`src/rtl/divide_image.sv`:
```
// divide_image: sequential signed restoring divider, one quotient bit per cycle; DIV_IMAGE_EN adds den_image quotient negation
module divide_image #(
  parameter int A_WIDTH = 6,
  parameter int B_WIDTH = 6
) (
  input  logic               clk,
  input  logic               resetn,
  input  logic               in_valid,
  output logic               in_ready,
  input  logic [A_WIDTH-1:0] in_A,
  input  logic [B_WIDTH-1:0] in_B,
`ifdef DIV_IMAGE_EN
  input  logic               den_image,
`endif
  output logic [A_WIDTH-1:0] out_Q,
  output logic [B_WIDTH-1:0] out_R,
  output logic               out_div_zero,
  output logic               out_ovf,
  output logic               out_valid,
  input  logic               out_ready
);
  localparam int CW = (A_WIDTH > 1) ? $clog2(A_WIDTH) : 1;
  typedef enum logic [1:0] {IDLE, BUSY, FIX, DONE} state_t;
  state_t state_q, state_d;
  logic [A_WIDTH-1:0] a_mag_q, a_mag_d;
  logic [B_WIDTH-1:0] b_mag_q, b_mag_d;
  logic [B_WIDTH-1:0] rem_q, rem_d;
  logic [B_WIDTH-1:0] a_low_q, a_low_d;
  logic [CW-1:0]      cnt_q, cnt_d;
  logic               sign_a_q, sign_a_d, sign_b_q, sign_b_d;
  logic               dz_q, dz_d, ovf_q, ovf_d, img_q, img_d;
  logic [A_WIDTH-1:0] out_q_q, out_q_d;
  logic [B_WIDTH-1:0] out_r_q, out_r_d;
  logic               out_dz_q, out_dz_d, out_ovf_q, out_ovf_d;
  logic [B_WIDTH:0]   rem_sh;
  logic               keep;
  logic [A_WIDTH-1:0] q_sgn;
  logic [B_WIDTH-1:0] r_sgn;
  logic               img_in;
`ifdef DIV_IMAGE_EN
  assign img_in = den_image;
`else
  assign img_in = 1'b0;
`endif
  // state and datapath registers, cleared asynchronously
  always_ff @(posedge clk or negedge resetn) begin
    if (!resetn) begin
      state_q  <= IDLE;
      a_mag_q  <= '0;
      b_mag_q  <= '0;
      rem_q    <= '0;
      a_low_q  <= '0;
      cnt_q    <= '0;
      sign_a_q <= 1'b0;
      sign_b_q <= 1'b0;
      dz_q     <= 1'b0;
      ovf_q    <= 1'b0;
      img_q    <= 1'b0;
      out_q_q  <= '0;
      out_r_q  <= '0;
      out_dz_q <= 1'b0;
      out_ovf_q <= 1'b0;
    end else begin
      state_q  <= state_d;
      a_mag_q  <= a_mag_d;
      b_mag_q  <= b_mag_d;
      rem_q    <= rem_d;
      a_low_q  <= a_low_d;
      cnt_q    <= cnt_d;
      sign_a_q <= sign_a_d;
      sign_b_q <= sign_b_d;
      dz_q     <= dz_d;
      ovf_q    <= ovf_d;
      img_q    <= img_d;
      out_q_q  <= out_q_d;
      out_r_q  <= out_r_d;
      out_dz_q <= out_dz_d;
      out_ovf_q <= out_ovf_d;
    end
  end
  // next state: fixed-length iteration regardless of operands
  always_comb begin
    state_d = state_q == IDLE ? (in_valid ? BUSY : IDLE) :
              state_q == BUSY ? (cnt_q == CW'(A_WIDTH - 1) ? FIX : BUSY) :
              state_q == FIX  ? DONE :
              (out_ready ? IDLE : DONE);
  end
  // handshake outputs decoded from state
  always_comb begin
    in_ready  = state_q == IDLE;
    out_valid = state_q == DONE;
  end
  // datapath: capture magnitudes, restoring iterations, then sign correction
  always_comb begin
    a_mag_d   = a_mag_q;
    b_mag_d   = b_mag_q;
    rem_d     = rem_q;
    a_low_d   = a_low_q;
    cnt_d     = cnt_q;
    sign_a_d  = sign_a_q;
    sign_b_d  = sign_b_q;
    dz_d      = dz_q;
    ovf_d     = ovf_q;
    img_d     = img_q;
    out_q_d   = out_q_q;
    out_r_d   = out_r_q;
    out_dz_d  = out_dz_q;
    out_ovf_d = out_ovf_q;
    rem_sh    = {rem_q, a_mag_q[A_WIDTH-1]};
    keep      = rem_sh >= {1'b0, b_mag_q};
    q_sgn     = (sign_a_q ^ sign_b_q ^ img_q) ? ~a_mag_q + A_WIDTH'(1) : a_mag_q;
    r_sgn     = sign_a_q ? ~rem_q + B_WIDTH'(1) : rem_q;
    if (state_q == IDLE && in_valid) begin
      a_mag_d  = in_A[A_WIDTH-1] ? ~in_A + A_WIDTH'(1) : in_A;
      b_mag_d  = in_B[B_WIDTH-1] ? ~in_B + B_WIDTH'(1) : in_B;
      sign_a_d = in_A[A_WIDTH-1];
      sign_b_d = in_B[B_WIDTH-1];
      dz_d     = in_B == '0;
      ovf_d    = in_A == {1'b1, {(A_WIDTH-1){1'b0}}} && in_B == {B_WIDTH{1'b1}};
      img_d    = img_in;
      a_low_d  = in_A[B_WIDTH-1:0];
      rem_d    = '0;
      cnt_d    = '0;
    end
    if (state_q == BUSY) begin
      rem_d   = keep ? rem_sh[B_WIDTH-1:0] - b_mag_q : rem_sh[B_WIDTH-1:0];
      a_mag_d = {a_mag_q[A_WIDTH-2:0], keep};
      cnt_d   = cnt_q + CW'(1);
    end
    if (state_q == FIX) begin
      out_q_d   = ovf_q ? {1'b1, {(A_WIDTH-1){1'b0}}} : dz_q ? {A_WIDTH{1'b1}} : q_sgn;
      out_r_d   = ovf_q ? '0 : dz_q ? a_low_q : r_sgn;
      out_dz_d  = dz_q;
      out_ovf_d = ovf_q;
    end
  end
  assign out_Q        = out_q_q;
  assign out_R        = out_r_q;
  assign out_div_zero = out_dz_q;
  assign out_ovf      = out_ovf_q;
endmodule

```
`config.mk`:
```
export PLATFORM = sky130hd
export DESIGN_NAME = divide_image
export DESIGN_NICKNAME = d
export VERILOG_FILES = /design/src/rtl/divide_image.sv
export SDC_FILE = /design/constraint.sdc
export NUM_CORES = 1
export LEC_CHECK = 0
export BUFFER_PORTS_ARGS = -buffer_cell sky130_fd_sc_hd__buf_2
export CAP_MARGIN = 5
export CORE_ASPECT_RATIO = 0.75
export CORE_MARGIN = 4
export CORE_UTILIZATION = 58
export DETAILED_ROUTE_END_ITERATION = 10
export PLACE_DENSITY = 0.83
export SLEW_MARGIN = 40
export SYNTH_ARGS = -nofsm -noshare
export SYNTH_HDL_FRONTEND = slang
export SYNTH_SLANG_ARGS = --single-unit
export TNS_END_PERCENT = 5
```
`constraint.sdc`:
```
create_clock -name clk -period 2.5 [get_ports clk]
set_clock_uncertainty 0.1 [all_clocks]
set_input_delay 0.5 -clock clk [delete_from_list [all_inputs] [get_ports clk]]
set_output_delay 0.5 -clock clk [all_outputs]
set_load 0.03 [all_outputs]
```
Yosys cells after proc, flatten, opt, wreduce, memory -nomap -nowiden
Cells that the tools add are included.

operators by class
  order comparisons = 1
  $add $sub $neg = 6
  bitwise logic cells = 5
  reductions and logical operators = 5
  multiplexer cells = 21
  eq/ne operators = 6

operators by type and width
  cell                                                  number
  2-to-1 mux 6 bit                                      13
  adder 6 x 1 -> 6 bit (second input constant)          4
  NOT 6 bit                                             4
  equality test 6 bit (second input constant)           2
  2-to-1 mux 2 bit                                      5
  >= comparator 7 x 6 -> 1 bit                          1
  zero test 6 bit                                       1
  2-to-1 mux 3 bit                                      2
  subtractor 6 bit                                      1
  equality test 2 bit (second input constant)           2
  adder 3 x 1 -> 3 bit (second input constant)          1
  equality test 3 bit (second input constant)           1
  equality test 2 x 1 -> 1 bit (second input constant)  1
  logical AND 1 bit                                     2
  zero test 2 bit                                       1
  nonzero test 2 bit                                    1
  2-to-1 mux 1 bit                                      1
  bitwise XOR 1 bit                                     1

word-level totals
  output and inout port bits = 16
  flip-flop bits (word level) = 47
  bits of input ports = 16
  logic and storage cells = 58

Logic depth before layout (Yosys ltp)
Gate-level depths: netlist (run 1).

  depth after elaboration = 5
  depth in mapped cells = 9

Worst setup path after synthesis (run 1)
No wires, ideal clock.

  kind = reg2reg
  start = reg rem_q[3]
  end = reg rem_q[0]
  cell stages (with the launch flop) = 7
  clock period less this slack = 1.864 ns
  data required time = 2.282 ns
  path slack = 0.636 ns
  path buffers = 0
  setup time = 0.118 ns
  arrival = 1.646 ns
  cell sequence = dfrtp_1 > ha_1 > a21o_1 > a211oi_2 > o21ai_4 > mux2i_1 > a21o_1

on the way
  word-level cells in the longest chain between the ends = 3

ends and longest elaborated chain
  element                       line  source
  from (decl)                   27    logic [B_WIDTH-1:0] rem_q, rem_d;
  from (signal assigned)        67    rem_q <= rem_d;
  >= comparator 7 x 6 -> 1 bit  110   keep = rem_sh >= {1'b0, b_mag_q};
  2-to-1 mux 6 bit              126   rem_d = keep ? rem_sh[B_WIDTH-1:0] - b_mag_q : rem_sh[B_WIDTH-1:0];
  2-to-1 mux 6 bit              125   if (state_q == BUSY) begin

Every way passes these cells.
A chain may end at the register's enable or synchronous reset.

Final worst setup path (run 1)
  start = reg rem_q[1]
  end = reg rem_q[0]

The elaborated chain is that of the path after synthesis.

==> flow_summary.json, run 1 <==
{
  "cts.sinks": 46,
  "cts_max_path_buffers": 2,
  "clk_latency_ps": 300,
  "synth_ff_type": "dfrtp_1",
  "critical_path_required_ps": 2600,
  "yosysSeqAreaShare": 0.431,
  "dieArea_sq_um": 5760,
  "rsz0062_at_grt": "false",
  "synth.most_common_cell": "nand2_1",
  "final_antenna_net_count": 0,
  "muxShareOfSynthArea": 0.0427,
  "fin_tns_setup_ps": 0,
  "hold_viol": 0,
  "grt_pass1_wl_um": 9640,
  "pwr-share-seq": 0.333,
  "power.share.combinational": 0.536,
  "met2_length_um": 2550,
  "area_growth_pct": 12.2,
  "maxCapViolCount": 0,
  "cts_resized": 0,
  "synthAdderAreaFrac": 0.0731,
  "routedLengthMet1_um": 2650,
  "layout_min_cycle_time_ps": 2030,
  "ys_warn_count": 0,
  "drtPass1Iterations": 4,
  "dpl.hpwl_um": 4360,
  "wire_per_inst_um": 14.5,
  "top_layer": "met4",
  "finalCritPeriodShare": 0.813,
  "worst-setup-path-type": "reg2reg",
  "tritoncts": "built",
  "die_height_um": 66.7,
  "grt_overflow": 0,
  "fin_nets": 359,
  "power.leakage_nw": 1.48,
  "drive_above_1_share": 0.161,
  "synth_top_family_by_area": "simple AND/OR/NAND/NOR gates",
  "drtIter0Drc": 98,
  "synthArstFlopShare": 1.00,
  "gp_congestion": 0.869,
  "synth.top_cell.area_share": 0.431,
  "setup_viol": 0,
  "synth_largest_area_cell": "dfrtp_1",
  "hold_buffers": 0,
  "synth.area.top_cells": "dfrtp_1, nand2_1, ha_1",
  "antenna_cells": 0,
  "p_switching_mw": 1.92,
  "synth_fp_nets": 328,
  "ys_types": 42,
  "p_clk_frac": 0.132,
  "synth_common_cells": "nand2_1, dfrtp_1, o21ai_0, nor2_1, inv_1",
  "internal_power_mw": 2.34,
  "endpoint_kind": "flip-flop",
  "fmax_mhz": 492,
  "irDropWorstVdd_mv": 0.641,
  "numPortBuffers": 31,
  "pwr_density_cell_nw_per_um2": 1420,
  "maxSlewViolCount": 0,
  "drc": 0,
  "core_area_sq_um": 4440,
  "cp.arrival_ps": 2130,
  "route.vias.total": 2109,
  "boundaryPins": 32,
  "die_w_um": 86.3,
  "synth_edf_count": 0,
  "synth-seq-cells": 46,
  "grt_pass1_vias": 2046,
  "wl_met3_um": 331,
  "synth_cells": 297,
  "numCtsBuffers": 5,
  "power_mw": 4.26,
  "regToRegSetupSlack_ps": 470,
  "root_buffer": "clkbuf_8",
  "syn_area_sq_um": 2670,
  "synth-simple-area-share": 0.187,
  "synth_xor_area_frac": 0.0558,
  "routed_via_density": 5.46,
  "htreeDepth": 2,
  "outcome": "completed",
  "crit_fanout": 8,
  "start_util": 0.601,
  "worstSetupStartpointType": "flip-flop",
  "synth-compound-area-share": 0.166,
  "grt_max_degree": 29,
  "clk_pin_slew_ps": 90,
  "routed_wl_um": 5610,
  "worstMarginPinSlew_ps": 689,
  "slew_headroom": 0.540,
  "postCtsSetupBuffers": 0,
  "nFillCells": 363,
  "antenna_found_initial": 0,
  "num_rows": 21,
  "hold_class": "in2async",
  "syn_area_per_cell_sq_um": 8.99,
  "p_sw_frac": 0.451,
  "grtUsageTotal": 0.217
}
-- per-layer routing --
layer | GRT usage | up-vias
met5 | 0 | -
met4 | 0.0584 | 0
met3 | 0.0371 | 10
li1 | - | 1079
met1 | 0.293 | 967
met2 | 0.360 | 53
-- layout make-up --
class	instances	area, sq um	share of cell area
flip-flops and latches	46	1150	0.384
clock buffers	6	72.6	0.0242
inverters	17	63.8	0.0213
clock inverters	2	37.5	0.0125
multi-input cells	221	1400	0.467
well taps	57	71.3	0.0238
repair buffers	37	200	0.0668
-- cells in the final DEF, fill, tap and decap left out, types with 2 or more instances in the layout --
master and instances:
a21o_1 4, a21oi_1 11, a22o_1 5, a22oi_1 3, buf_2 31, buf_4 6
clkbuf_8 5, dfrtp_1 46, ha_1 14, inv_1 17, mux2_2 3, mux2i_1 8
nand2_1 53, nand2b_1 5, nand3_1 11, nor2_1 20, nor2b_1 5, nor3_1 5
nor3b_1 2, o211ai_1 3, o21ai_0 25, o21ai_1 4, o31ai_1 6, or3_1 2
xnor2_1 8, xor2_1 9
-- state kept, by name, summed over array words and instances (netlist names), 2 cells and up --
| signal | cells |
|---|---|
| a_low_q | 6 |
| a_mag_q | 6 |
| b_mag_q | 6 |
| cnt_q | 3 |
| out_Q | 6 |
| out_R | 6 |
| rem_q | 6 |
| state_q | 2 |
-- kinds of logic after synthesis --
family / Yosys count
AO/OA/AOI/OAI: 69
XOR/XNOR: 17
adder cells (fa/ha/maj): 15
buffers and inverters: 30
flip-flops: 46
multiplexers: 11
AND/OR/NAND/NOR: 109
-- path summary, 6_finish.rpt --
kind,end,cells past startpoint,start
worst max-delay path,rem_q[0],6,rem_q[1]
worst min-delay path,a_low_q[2],1,resetn
worst max register to register,rem_q[0],6,rem_q[1]
worst min register to register,out_Q[4],2,out_Q[4]
max in group asynchronous,out_Q[0],2,resetn
min in group clk,dz_q,2,in_B[4]
-- worst max-delay path: stages, from the launching register on --
cell	delay, ps
dfrtp_1	450
ha_1	380
a21o_1	210
a31oi_1	260
o21ai_4	170
mux2i_1	150
a21o_1	190
-- per-stage QoR --
step / hold slack (ps) / area (sq um) / utilization / cells / setup slack (ps)
floorplan: 104 / 2670 / - / 297 / 636
global placement: 348 / 2890 / 0.650 / 378 / 574
detailed placement: 362 / 2890 / 0.650 / 378 / 499
CTS: 128 / 3000 / 0.675 / 386 / 475
global route: 156 / 3000 / 0.675 / 386 / 353
finish: 106 / 3000 / 0.675 / 386 / 469
-- power by group through the flow --
stage               registers (mW)  clock network [mW]  logic [mW]
floorplan                     1.51                   0        1.66
global placement              1.40                   0        2.21
CTS                           1.42               0.563        2.30
finish                        1.42               0.560        2.28
detailed placement            1.43                   0        2.29
global route                  1.47               0.586        2.60
Note: power is estimated with default switching activity, not from simulation.
==> inputs of run 2 (changes only) <==
- clock period: 2.5 -> 2 ns (I/O delays scaled with it)
==> flow_summary.json, run 2 (synthesized netlist as in run 1, its figures left out) <==
{
  "drive_above_1_share": 0.194,
  "core_area_sq_um": 4440,
  "maxCapViolCount": 0,
  "numPortBuffers": 31,
  "routed_wl_um": 5620,
  "grt_overflow": 0,
  "dieArea_sq_um": 5760,
  "worstMarginPinSlew_ps": 605,
  "cp.arrival_ps": 2000,
  "wire_per_inst_um": 14.3,
  "setup_viol": 0,
  "root_buffer": "clkbuf_8",
  "antenna_cells": 0,
  "pwr_density_cell_nw_per_um2": 1770,
  "fmax_mhz": 520,
  "crit_fanout": 6,
  "gp_congestion": 0.809,
  "htreeDepth": 2,
  "drtPass1Iterations": 4,
  "dpl.hpwl_um": 4260,
  "tritoncts": "built",
  "fin_nets": 366,
  "critical_path_required_ps": 2080,
  "mostFrequentLayoutCells": "nand2_1, dfrtp_1, buf_2",
  "cts_max_path_buffers": 2,
  "endpoint_kind": "flip-flop",
  "worstSetupStartpointType": "flip-flop",
  "area_growth_pct": 14.4,
  "power_mw": 5.39,
  "numCtsBuffers": 5,
  "antenna_found_initial": 0,
  "cts.sinks": 46,
  "grt_pass1_vias": 2011,
  "layout_min_cycle_time_ps": 1920,
  "clk_pin_slew_ps": 80,
  "outcome": "completed",
  "slew_headroom": 0.597,
  "seq_area_sq_um": 1150,
  "clk_latency_ps": 300,
  "die_w_um": 86.3,
  "multi_input_area_sq_um": 1430,
  "nFillCells": 370,
  "fin_tns_setup_ps": 0,
  "drtIter0Drc": 153,
  "grt_pass1_wl_um": 9580,
  "regToRegSetupSlack_ps": 80,
  "routed_via_density": 5.55,
  "final_common_cell": "nand2_1",
  "num_rows": 21,
  "start_util": 0.601,
  "maxSlewViolCount": 0,
  "hold_viol": 0,
  "whs_ps": 62.6,
  "worst-setup-path-type": "reg2reg",
  "hold_class": "in2async",
  "boundaryPins": 32,
  "grtUsageTotal": 0.217,
  "power.leakage_nw": 1.49,
  "route.vias.total": 2176,
  "irDropWorstVdd_mv": 0.936,
  "finalCritPeriodShare": 0.962,
  "die_height_um": 66.7,
  "drc": 0,
  "grt_max_degree": 47,
  "final_antenna_net_count": 0
}
run 2: worst max-delay path: stages, from the launching register on:
cell and delay [ps]:
dfrtp_2 460, ha_1 340, nand2b_1 90, a21oi_1 170, mux2_2 350, o211ai_1 170, o211ai_1 110
run 2: metrics by stage:
stage,utilization,cells,area (sq um),worst slack [ps]
4_1_cts,0.680,392,3020,35.7
2_1_floorplan,-,297,2670,136
3_5_place_dp,0.662,385,2940,41.7
3_3_place_gp,0.662,385,2940,106
6_report,0.688,392,3050,75.8
5_1_grt,0.688,392,3050,-16.9
run 2: repair_timing:
| action | CTS | global route |
|---|---|---|
| setup endpoints to repair | 0 | 7 |
| hold buffers | 0 | 0 |
| buffers inserted | 0 | 0 |
| resized for setup | 0 | 8 |
run 2: final timing paths:
kind | startpoint | end | cells past startpoint
max | rem_q[0] | rem_q[5] | 6
min | resetn | out_Q[2] | 2
max reg2reg | rem_q[0] | rem_q[5] | 6
min reg2reg | out_Q[2] | out_Q[2] | 2
max in group asynchronous | resetn | rem_q[0] | 2
min in group clk | in_A[4] | a_low_q[4] | 3
run 2: layout make-up:
class	count	area share
clock inverter	1	0.00246
clock buffer	6	0.0238
multi-input combinational	221	0.469
sequential	46	0.377
inverter	17	0.0209
tap	57	0.0234
timing repair buffer	44	0.0828
run 2: where the power goes:
part	total (mW)	internal, mW	switching, mW
registers	1.71	1.36	0.353
logic	3.14	1.35	1.79
clock network	0.545	0.240	0.305
total	5.39	2.94	2.45
run 2: per-layer routing:
| layer | global-route usage | up-vias | part of all wire |
|---|---|---|---|
| li1 | - | 1094 | - |
| met1 | 0.288 | 1021 | 0.47 |
| met2 | 0.351 | 53 | 0.46 |
| met3 | 0.0457 | 8 | 0.060 |
| met4 | 0.0759 | 0 | 0.016 |
| met5 | 0 | - | 0 |
==> inputs of run 3 (changes only) <==
==> constraint.sdc (replaced) <==
create_clock -name clk -period 2 [get_ports clk]
set_clock_uncertainty 0.1 [all_clocks]
set_input_delay 0.1 -clock clk [delete_from_list [all_inputs] [get_ports clk]]
set_output_delay 0.1 -clock clk [all_outputs]
set_load 0.03 [all_outputs]
==> flow_summary.json, run 3 (synthesized netlist as in run 1, its figures left out) <==
{
  "final_common_cell": "nand2_1",
  "grt_util_met2": 0.375,
  "outcome": "completed",
  "slew_headroom": 0.555,
  "pwr_density_cell_nw_per_um2": 1770,
  "maxSlewViolCount": 0,
  "numCtsBuffers": 5,
  "gp_congestion": 0.816,
  "rsz0062_at_grt": "false",
  "irDropWorstVdd_mv": 0.990,
  "drtPass1Iterations": 4,
  "dpl.hpwl_um": 4260,
  "final_antenna_net_count": 0,
  "numPortBuffers": 31,
  "boundaryPins": 32,
  "clk_latency_ps": 300,
  "route.vias.total": 2232,
  "clk_pin_slew_ps": 90,
  "worst-setup-path-type": "reg2reg",
  "grt_max_degree": 47,
  "fin_nets": 376,
  "start_util": 0.601,
  "root_buffer": "clkbuf_8",
  "met3_usage": 0.0507,
  "tritoncts": "built",
  "drtIter0Drc": 214,
  "grtUsageTotal": 0.231,
  "critPathMaxStageDelay_ps": 460,
  "area_growth_pct": 19.0,
  "wire_per_inst_um": 14.7,
  "maxCapViolCount": 0,
  "place_area_sq_um": 2940,
  "crit_fanout": 6,
  "worstMarginPinSlew_ps": 666,
  "routed_via_density": 5.54,
  "drive_above_1_share": 0.194,
  "nFillCells": 341,
  "cpMostUsedCell": "o211ai_1",
  "num_rows": 21,
  "antenna_cells": 0,
  "grt_overflow": 0,
  "htreeDepth": 2,
  "fmax_mhz": 518,
  "crit_chain": "ha_1, nand2b_1, a21oi_1, mux2_2, o211ai_1, o211ai_1",
  "layout_min_cycle_time_ps": 1930,
  "drc": 0,
  "worstSetupStartpointType": "flip-flop",
  "hold_viol": 0,
  "path_delay_family": "flip-flops",
  "critical_path_required_ps": 2090,
  "mostFrequentLayoutCells": "nand2_1, dfrtp_1, buf_2",
  "globalRoute.busiestLayer": "met2",
  "die_w_um": 86.3,
  "power.leakage_nw": 1.55,
  "finalCritPeriodShare": 0.965,
  "routed_wl_um": 5920,
  "endpoint_kind": "flip-flop",
  "cp_slowest_cell": "dfrtp_1",
  "hold_class": "in2reg",
  "fin_tns_setup_ps": 0,
  "die_height_um": 66.7,
  "final_area_sq_um": 3180,
  "antenna_found_initial": 0,
  "cts_max_path_buffers": 2,
  "dieArea_sq_um": 5760,
  "core_area_sq_um": 4440,
  "grt_pass1_wl_um": 10200,
  "grt_use_met1": 0.304,
  "grt_pass1_vias": 2148,
  "path_buf_inv": 0,
  "cts.sinks": 46,
  "power_mw": 5.63,
  "setup_viol": 0,
  "cp.arrival_ps": 2020,
  "final_core_util": 0.715
}
run 3: cell count changes in the layout (fill, tap and decap cells not counted):
cell / delta
buf_4: +2
bufinv_16: +1
dfrtp_1: +1
dfrtp_2: -1
dlygate4sd3_1: +8
run 3: per-layer routing:
metal  part of all wire  vias up
met2               0.47       62
met5                  0        -
met1               0.45     1041
met4              0.019        0
li1                   -     1119
met3              0.062       10
run 3: area by class of cell:
class                   instances  area (sq um)  share of cell area
inverters                      17          63.8              0.0201
well taps                      57          71.3              0.0224
clock buffers                   6          72.6              0.0228
flip-flops and latches         46          1150               0.362
multi-input cells             221          1430               0.451
clock inverters                 2          37.5              0.0118
repair buffers                 54           348               0.109
run 3: worst min-delay path: cells and delay by family:
family                 cells  cell delay (ps)
buffers and inverters      1              120
AOI/OAI and AO/OA          1               60
and+or+nand+nor            1               90
run 3: through the flow:
step,worst slack (ps),hold WS (ps),instances
after floorplan,136,-296,297
after global placement,105,116,385
after detailed placement,7.21,119,385
after CTS,19.8,2.38,401
after global routing,12.4,16.4,403
final,69.4,5.76,403
run 3: repair_timing:
action	4_1_cts	5_1_grt
setup buffers	0	2
endpoints found under the setup margin	2	7
pin swaps	0	2
hold endpoints to repair	54	0
hold buffers	8	0
cloned	0	0
resized for setup	1	6
run 3: power breakdown:
| group | switching [mW] | total (mW) | internal (mW) | leakage [nW] |
|---|---|---|---|---|
| clock | 0.319 | 0.692 | 0.373 | 0.0514 |
| combinational | 1.84 | 3.23 | 1.39 | 0.931 |
| sequential | 0.358 | 1.71 | 1.36 | 0.570 |
run 3: worst paths after layout:
| check | start | end | slack [ps] | cells after the start |
|---|---|---|---|---|
| worst max-delay path | rem_q[0] | rem_q[5] | 70 | 6 |
| worst min-delay path | in_B[3] | ovf_q | 6 | 3 |
| worst max register to register | rem_q[0] | rem_q[5] | 70 | 6 |
| worst min register to register | out_Q[4] | out_Q[4] | 370 | 2 |
| max in group asynchronous | resetn | a_low_q[4] | 1090 | 3 |
| min in group asynchronous | resetn | out_ovf | 280 | 3 |
